**config.mk**
```make
export PLATFORM = sky130hd
export DESIGN_NAME = regfile_wb_buffer
export DESIGN_NICKNAME = d
export VERILOG_FILES = /design/src/rtl/regfile_pkg.sv /design/src/rtl/wb_fwd_match.sv /design/src/rtl/regfile_wb_buffer.sv
export SDC_FILE = /design/constraint.sdc
export NUM_CORES = 1
export LEC_CHECK = 0
export BUFFER_PORTS_ARGS = -buffer_cell sky130_fd_sc_hd__clkbuf_2
export CAP_MARGIN = 10
export CORE_MARGIN = 8
export CORE_UTILIZATION = 63
export CTS_CLUSTER_DIAMETER = 50
export CTS_CLUSTER_SIZE = 40
export DETAILED_ROUTE_END_ITERATION = 12
export PLACE_DENSITY = 0.89
export SLEW_MARGIN = 30
export SYNTH_ARGS = -nofsm -noshare
export SYNTH_HDL_FRONTEND = slang
export SYNTH_SLANG_ARGS = --single-unit
```
**constraint.sdc**
```tcl
create_clock -name clk -period 3.8 [get_ports clk]
set_clock_uncertainty 0.1 [all_clocks]
set_input_delay 0.19 -clock clk [delete_from_list [all_inputs] [get_ports clk]]
set_output_delay 0.19 -clock clk [all_outputs]
set_load 0.01 [all_outputs]
```
**src/rtl/regfile_pkg.sv**
```systemverilog
// Shared constants and the buffered write-back entry type for the register-file
// write-back buffer.
package regfile_pkg;

   localparam int DATA_W   = 32;
   localparam int ADDR_W   = 3;
   localparam int NUM_REGS = 8;
   localparam int WB_DEPTH = 4;

   typedef struct packed {
      logic [ADDR_W-1:0] addr;
      logic [DATA_W-1:0] data;
   } wb_entry_t;

endpackage

```
**src/rtl/wb_fwd_match.sv**
```systemverilog
// Youngest-match search over the pending write-back entries for one read port.
// Entries arrive in age order: index 0 is the oldest (head), higher is younger.
module wb_fwd_match #(
   parameter int DEPTH  = 4,
   parameter int ADDR_W = 3,
   parameter int DATA_W = 32
) (
   input  logic [ADDR_W-1:0]             rd_addr_i,
   input  logic [DEPTH-1:0]              occ_i,
   input  logic [DEPTH-1:0][ADDR_W-1:0]  addr_i,
   input  logic [DEPTH-1:0][DATA_W-1:0]  data_i,
   output logic                          hit_o,
   output logic [DATA_W-1:0]             data_o
);

   always_comb begin
      hit_o  = 1'b0;
      data_o = '0;
      // Scanning oldest to youngest lets the last match win.
      for (int k = 0; k < DEPTH; k++) begin
         if (occ_i[k] && (addr_i[k] == rd_addr_i)) begin
            hit_o  = 1'b1;
            data_o = data_i[k];
         end
      end
   end

endmodule

```
**src/rtl/regfile_wb_buffer.sv**
```systemverilog
// Merges load and ALU write-back requests into an in-order FIFO that drains one
// entry per cycle into the register file, with bypass lookup for two read ports.
module regfile_wb_buffer
   import regfile_pkg::*;
#(
   parameter int DEPTH  = regfile_pkg::WB_DEPTH,
   parameter int DATA_W = regfile_pkg::DATA_W,
   parameter int ADDR_W = regfile_pkg::ADDR_W
) (
   input  logic              clk,
   input  logic              rst,
   input  logic              ld_valid,
   input  logic [ADDR_W-1:0] ld_addr,
   input  logic [DATA_W-1:0] ld_data,
   output logic              ld_ready,
   input  logic              alu_valid,
   input  logic [ADDR_W-1:0] alu_addr,
   input  logic [DATA_W-1:0] alu_data,
   output logic              alu_ready,
   output logic              wr_en,
   output logic [ADDR_W-1:0] wr_addr,
   output logic [DATA_W-1:0] wr_data,
   input  logic [ADDR_W-1:0] rd_addr_1,
   input  logic [ADDR_W-1:0] rd_addr_2,
   output logic              fwd_hit_1,
   output logic [DATA_W-1:0] fwd_data_1,
   output logic              fwd_hit_2,
   output logic [DATA_W-1:0] fwd_data_2
);

   localparam int PTR_W = $clog2(DEPTH);
   localparam int CNT_W = PTR_W + 1;

   logic [PTR_W-1:0] head_q, head_d;
   logic [PTR_W-1:0] tail_q, tail_d;
   logic [CNT_W-1:0] count_q, count_d;
   logic [PTR_W-1:0] alu_slot;
   logic             ld_acc;
   logic             alu_acc;

   wb_entry_t [DEPTH-1:0] entries;

   logic [DEPTH-1:0]             age_occ;
   logic [DEPTH-1:0][ADDR_W-1:0] age_addr;
   logic [DEPTH-1:0][DATA_W-1:0] age_data;

   // Ready looks only at the registered count, so a drain this cycle never helps.
   assign ld_ready  = (count_q <= CNT_W'(DEPTH - 1));
   assign alu_ready = ld_valid ? (count_q <= CNT_W'(DEPTH - 2))
                               : (count_q <= CNT_W'(DEPTH - 1));

   assign ld_acc   = ld_valid & ld_ready;
   assign alu_acc  = alu_valid & alu_ready;
   assign alu_slot = tail_q + PTR_W'(ld_acc);

   assign wr_en   = (count_q != '0);
   assign wr_addr = entries[head_q].addr;
   assign wr_data = entries[head_q].data;

   always_comb begin
      head_d  = head_q + PTR_W'(wr_en);
      tail_d  = tail_q + PTR_W'(ld_acc) + PTR_W'(alu_acc);
      count_d = count_q + CNT_W'(ld_acc) + CNT_W'(alu_acc) - CNT_W'(wr_en);
   end

   always_ff @(posedge clk) begin
      if (rst) begin
         head_q  <= '0;
         tail_q  <= '0;
         count_q <= '0;
      end else begin
         head_q  <= head_d;
         tail_q  <= tail_d;
         count_q <= count_d;
      end
   end

   genvar gi;
   generate
      for (gi = 0; gi < DEPTH; gi++) begin : g_entry
         wb_entry_t        entry_q;
         logic [PTR_W-1:0] age_slot;

         always_ff @(posedge clk) begin
            if (rst) begin
               entry_q <= '0;
            end else if (alu_acc && (alu_slot == PTR_W'(gi))) begin
               entry_q <= '{addr: alu_addr, data: alu_data};
            end else if (ld_acc && (tail_q == PTR_W'(gi))) begin
               entry_q <= '{addr: ld_addr, data: ld_data};
            end
         end

         assign entries[gi] = entry_q;

         // Rotate storage into age order starting at the head.
         assign age_slot     = head_q + PTR_W'(gi);
         assign age_occ[gi]  = (CNT_W'(gi) < count_q);
         assign age_addr[gi] = entries[age_slot].addr;
         assign age_data[gi] = entries[age_slot].data;
      end
   endgenerate

   wb_fwd_match #(
      .DEPTH  (DEPTH),
      .ADDR_W (ADDR_W),
      .DATA_W (DATA_W)
   ) u_fwd_1 (
      .rd_addr_i (rd_addr_1),
      .occ_i     (age_occ),
      .addr_i    (age_addr),
      .data_i    (age_data),
      .hit_o     (fwd_hit_1),
      .data_o    (fwd_data_1)
   );

   wb_fwd_match #(
      .DEPTH  (DEPTH),
      .ADDR_W (ADDR_W),
      .DATA_W (DATA_W)
   ) u_fwd_2 (
      .rd_addr_i (rd_addr_2),
      .occ_i     (age_occ),
      .addr_i    (age_addr),
      .data_i    (age_data),
      .hit_o     (fwd_hit_2),
      .data_o    (fwd_data_2)
   );

endmodule
```
-- After elaboration in Yosys (flattened, before gate mapping)
Index checks and enable logic that the tools add are counted.
- bits in registers: 147
- output and inout bits: 104
- latch bits: 0
- memories: 0
- word-level logic and storage cells: 102
- memory bits (writable): 0
- bits of input ports: 80
- bits in read-only memories: 0
- reduce and logical (&&, ||, !) cells: 23
- bitwise operators: 2
- add/sub/neg operators: 9
- shift-type cells: 0
- div/mod/pow operators: 0
- multiplexer cells: 33
- magnitude comparators: 10
- $mul: 0
- equality and inequality tests: 14
- operator list (kind ; number):
    two-way mux 35 bit ; 12
    binary-select mux 35 bit (select 2 bit) ; 4
    two-way mux 32 bit ; 8
    == test 3 bit ; 8
    logical AND 1 bit ; 16
    < comparator 2 x 3 -> 1 bit (second input constant) ; 4
    two-way mux 1 bit ; 9
    == test 2 bit (second input constant) ; 4
    nonzero test 2 bit ; 4
    adder 2 x 1 -> 2 bit ; 3
    adder 3 x 1 -> 3 bit ; 2
    <= comparator 3 x 2 -> 1 bit (second input constant) ; 2
    < comparator 1 x 3 -> 1 bit (first input constant) ; 2
    < comparator 2 x 3 -> 1 bit (first input constant) ; 2
    adder 2 bit (second input constant) ; 2
    == test 2 x 1 -> 1 bit (second input constant) ; 2
    zero test 2 bit ; 2
    nonzero test 3 bit ; 1
    subtractor 3 x 1 -> 3 bit ; 1
    adder 2 x 1 -> 2 bit (second input constant) ; 1
    AND 1 bit ; 2

-- Longest topological paths before layout
- depth after elaboration: 8
- mapped depth: 12

-- Cells and area by module
A second synthesis with hierarchy kept.
- cell total of the unflattened synthesis: 1642
- area, all modules: 14546.5 um^2
- modules (own cells, without submodules) (module ; area an instance (um^2) ; cells an instance ; sequential area each (um^2) ; times used):
    regfile_wb_buffer ; 10875.4 ; 1074 ; 2942.8 ; 1
    wb_fwd_match ; 1835.5 ; 284 ; 0.0 ; 2

-- Worst setup path before layout
No wires, ideal clock.
- path kind: register to output
- from: register head_q[0]
- to: output port fwd_data_2[14]
- setup slack: 1110 ps
- data arrival time: 2400 ps
- required time: 3510 ps
- buffers on the path: 5
- stages on the path, launching flop included: 9
- path through: dfxtp_1 > buf_6 > buf_2 > buf_4 > buf_4 > buf_2 > mux2i_1 > nand3_1 > a221oi_1
- elaborated cells on any way between the ends: 23
- RTL lines (item ; RTL line ; source):
    start: declaration ; regfile_wb_buffer.sv:34 ; logic [PTR_W-1:0] head_q, head_d;
    start signal: assignment ; regfile_wb_buffer.sv:68 ; head_q <= '0;
    start signal: assignment ; regfile_wb_buffer.sv:72 ; head_q <= head_d;
    binary-select mux 35 bit (select 2 bit) ; n/a ;
    two-way mux 35 bit ; n/a ;
    named net wr_data[14] ; regfile_wb_buffer.sv:22 ; output logic [DATA_W-1:0] wr_data,
    two-way mux 32 bit (4 in series) ; wb_fwd_match.sv:21 ; if (occ_i[k] && (addr_i[k] == rd_addr_i)) begin
    end: declaration ; regfile_wb_buffer.sv:28 ; output logic [DATA_W-1:0] fwd_data_2
The timed path passes the listed nets, and every way through them passes these cells. The select of a mux whose other input is x is not followed.

-- Worst setup path after layout
- from: register head_q[1]
- to: output port fwd_data_2[8]
- cells in the longest elaborated chain, start to end: 8
- elaborated cells on any way between the ends: 23
- ends and longest elaborated chain (item ; RTL line):
    adder 2 x 1 -> 2 bit or binary-select mux 35 bit (select 2 bit) (tied branches) ; regfile_wb_buffer.sv:97, regfile_wb_buffer.sv:99, regfile_wb_buffer.sv:100
    binary-select mux 35 bit (select 2 bit) or two-way mux 35 bit (tied branches) ; regfile_wb_buffer.sv:99, regfile_wb_buffer.sv:100
    two-way mux 35 bit (implied by the code) or == test 3 bit (tied branches) ; regfile_wb_buffer.sv:100, wb_fwd_match.sv:21
    == test 3 bit or logical AND 1 bit (tied branches) ; wb_fwd_match.sv:21
    logical AND 1 bit or two-way mux 32 bit (tied branches) ; wb_fwd_match.sv:21
    two-way mux 32 bit (2 in series) ; wb_fwd_match.sv:21
    two-way mux 32 bit * ; wb_fwd_match.sv:21
Every way passes the cells marked *; elsewhere a longest branch is shown, timed or not. The select of a mux whose other input is x is not followed.

==> impl_metrics.csv <==
group,metric,value,unit
routing,wl,40.50,mm
logic_synthesis,synth_edf_count,0,
timing,report.final.slew_viol_count,0,
timing,min_period,3796,ps
cells_and_area,seq_area,2950,um2
cells_and_area,area_growth,16.09,%
die,num_rows,50,
pwr,power_density,769.7,nW/um2
clocking,cts_tree,"done",
placed_design,port_buffers,183,
logic_synthesis,synthTopCellsByArea,"dfxtp_1 (24%), mux2i_1 (19%), mux4_2 (10%)",
placed_design,placed_area,13120,um2
logic_synthesis,synthArstFlopShare,0,%
cells_and_area,multiInputGateArea,8561,um2
cells_and_area,finalNonFillerCells,1755,
cells_and_area,final_cell_mix,"mux2i_1 (230), nor2_1 (224), clkbuf_2 (182)",
pwr,vdd.ir_drop.worst,0.4099,mV
timing,final.setup.tns,0,ps
cells_and_area,layout_commonest_cell,"mux2i_1",
routing,wire_per_inst,23.08,um
logic_synthesis,syn_area,12150,um2
hold_path,min_path_type,"in -> reg",
logic_synthesis,synth.distinct_cells,47,
timing,finalSetupViolCount,0,
timing,relSlewSlack,47.60,%
logic_synthesis,synth_seq_cells,147,
worst_setup_path,worst_ep_arrival_time,3510,ps
clocking,cts_buffers,17,
die,dieWidth,154.9,um
pwr,total_power,10.85,mW
grt,overflow,0,
routing,drc,0,
placed_design,dpl.cell_count,1685,
die,ios,184,
routing,drt-initial-drc-count,1541,
timing,tightest_slew,786.0,ps
clocking,cts_max_level,4,
timing,hold_viol,0,
logic_synthesis,postSynthCellCount,1355,
cells_and_area,layout.nets,1569,
logic_synthesis,ys_dominant_reg_cell,"dfxtp_1",
grt,antenna_found_initial,3,
die,fp.coreArea,18830,um2
die,dieArea,23980,um2
logic_synthesis,ys_seq_area_share,24.23,%
worst_setup_path,cp_max_fo,23,
clocking,root_buffer,"clkbuf_16",
logic_synthesis,syn_area_per_cell,8.964,um2
cells_and_area,fillCellCount,1235,
cells_and_area,drive_above_1_share,26.39,%
die,die_h,154.9,um
clocking,clockBufferDepth,2,
worst_setup_path,cp.required,3510,ps
cells_and_area,finalInstanceArea,14100,um2
grt,track_usage,32.62,%
grt,grt_pass1_vias,12400,
grt,grt_max_degree,94,
clocking,clkLatencyLatePin,440,ps
logic_synthesis,yosysTopAreaCellShare,24.23,%
routing,firstDrtPassIters,7,
job,drv_cap,0,
logic_synthesis,syn_nets,1443,
routing,ant_nets,0,
worst_setup_path,end_kind,"primary output",
logic_synthesis,synth_top_area_cell,"dfxtp_1",
routing,vias,12510,
pwr,p_leak,5.496,nW
routing,viasPerCell,7.130,
worst_setup_path,cp-start-kind,"flip-flop",
die,floorplan.initialDensity,64.50,%
timing,max_freq,0.2634,GHz
timing,period_share,99.90,%
clocking,path_clk_slew,70,ps
placed_design,place.gp.congestion,0.8881,
status,status,"finished, final reports clean",
placed_design,post-dp-hpwl,25.66,mm
logic_synthesis,yosys_warnings,0,
grt,grt_pass1_wl,64.19,mm
clocking,cts.sinks,147,
worst_setup_path,critPathKind,"reg -> out",
## critical path, stage by stage, from the launching register on
cell	delay (ps)
dfxtp_4	540
mux2i_1	310
xnor2_1	150
nor3_4	660
o211ai_4	390
buf_4	280
or2_2	270
a31oi_1	260
clkbuf_2	190
## synth_stat cells, types with 7 or more instances
cell and count:
o211a_1 11, mux4_2 56, xor2_1 10, a221oi_1 31, nand2_1 7, mux2_2 42
nand3_1 24, a311oi_1 11, nor2_1 227, inv_1 21, a211oi_1 141, o22ai_1 42
o31a_1 20, a221oi_2 20, a21oi_1 44, mux2i_1 230, buf_2 43, ha_1 7
xnor2_1 21, and2_1 11, dfxtp_1 147, o21ai_0 43, clkbuf_1 91, buf_1 10
## kinds of logic after synthesis
logic type	count (synthesis)	share of synthesized area, %
xor+xnor	32	2.369
compound gates	373	22.92
simple gates	296	10.39
fa+ha+maj	8	0.8858
buf+inv	171	5.975
mux	328	33.23
flops	147	24.23
## state kept, by name (all words and copies together) (netlist names)
register	flops
count_q	3
entries	140
head_q	2
tail_q	2
## through the flow
step	hold WS, ps	util [%]	setup WS (ps)
2_1_floorplan	272.6	-	1110
3_3_place_gp	404.7	69.65	361.0
3_5_place_dp	405.4	69.65	282.1
4_1_cts	0.4966	74.46	12.73
5_1_grt	19.93	74.87	-152.3
6_report	10.79	74.88	3.804
## timing repair
action	in CTS	in global routing
resized for setup	2	8
buffers inserted	0	3
hold buffers	34	0
pin swaps	0	2
endpoints found under the hold margin	114	0
setup endpoints to repair	28	41
## worst paths after layout
kind / startpoint / to / slack [ps] / depth (start not counted)
worst max-delay path: head_q[1] / fwd_data_2[8] / 4 / 8
worst min-delay path: ld_data[11] / entries[116] / 10 / 3
worst max register to register: count_q[2] / entries[8] / 510 / 9
worst min register to register: entries[48] / entries[48] / 470 / 2
## cell type report
type	instances	area share (%)
clock inverter	13	0.8873
multi-input combinational	1037	60.71
timing repair buffer	257	11.54
inverter	21	0.5590
antenna	2	0.03549
clock buffer	18	3.043
tap	260	2.307
sequential	147	20.92
## power breakdown
| part | switching [mW] | internal, mW | leakage [nW] |
|---|---|---|---|
| Sequential | 0.587 | 2.06 | 1.20 |
| Clock | 0.742 | 0.909 | 0.276 |
| Combinational | 3.84 | 2.72 | 4.02 |
## per-layer routing
layer	vias to the layer above	GRT usage, %	share of wire [%]	routed length (um)
li1	5437	-	-	-
met1	5862	39.11	36	14710
met2	992	52.70	46	18710
met3	219	8.476	13	5113
met4	4	18.11	4.8	1942
met5	-	0	0.057	23
(Power assumes the default switching activity.)
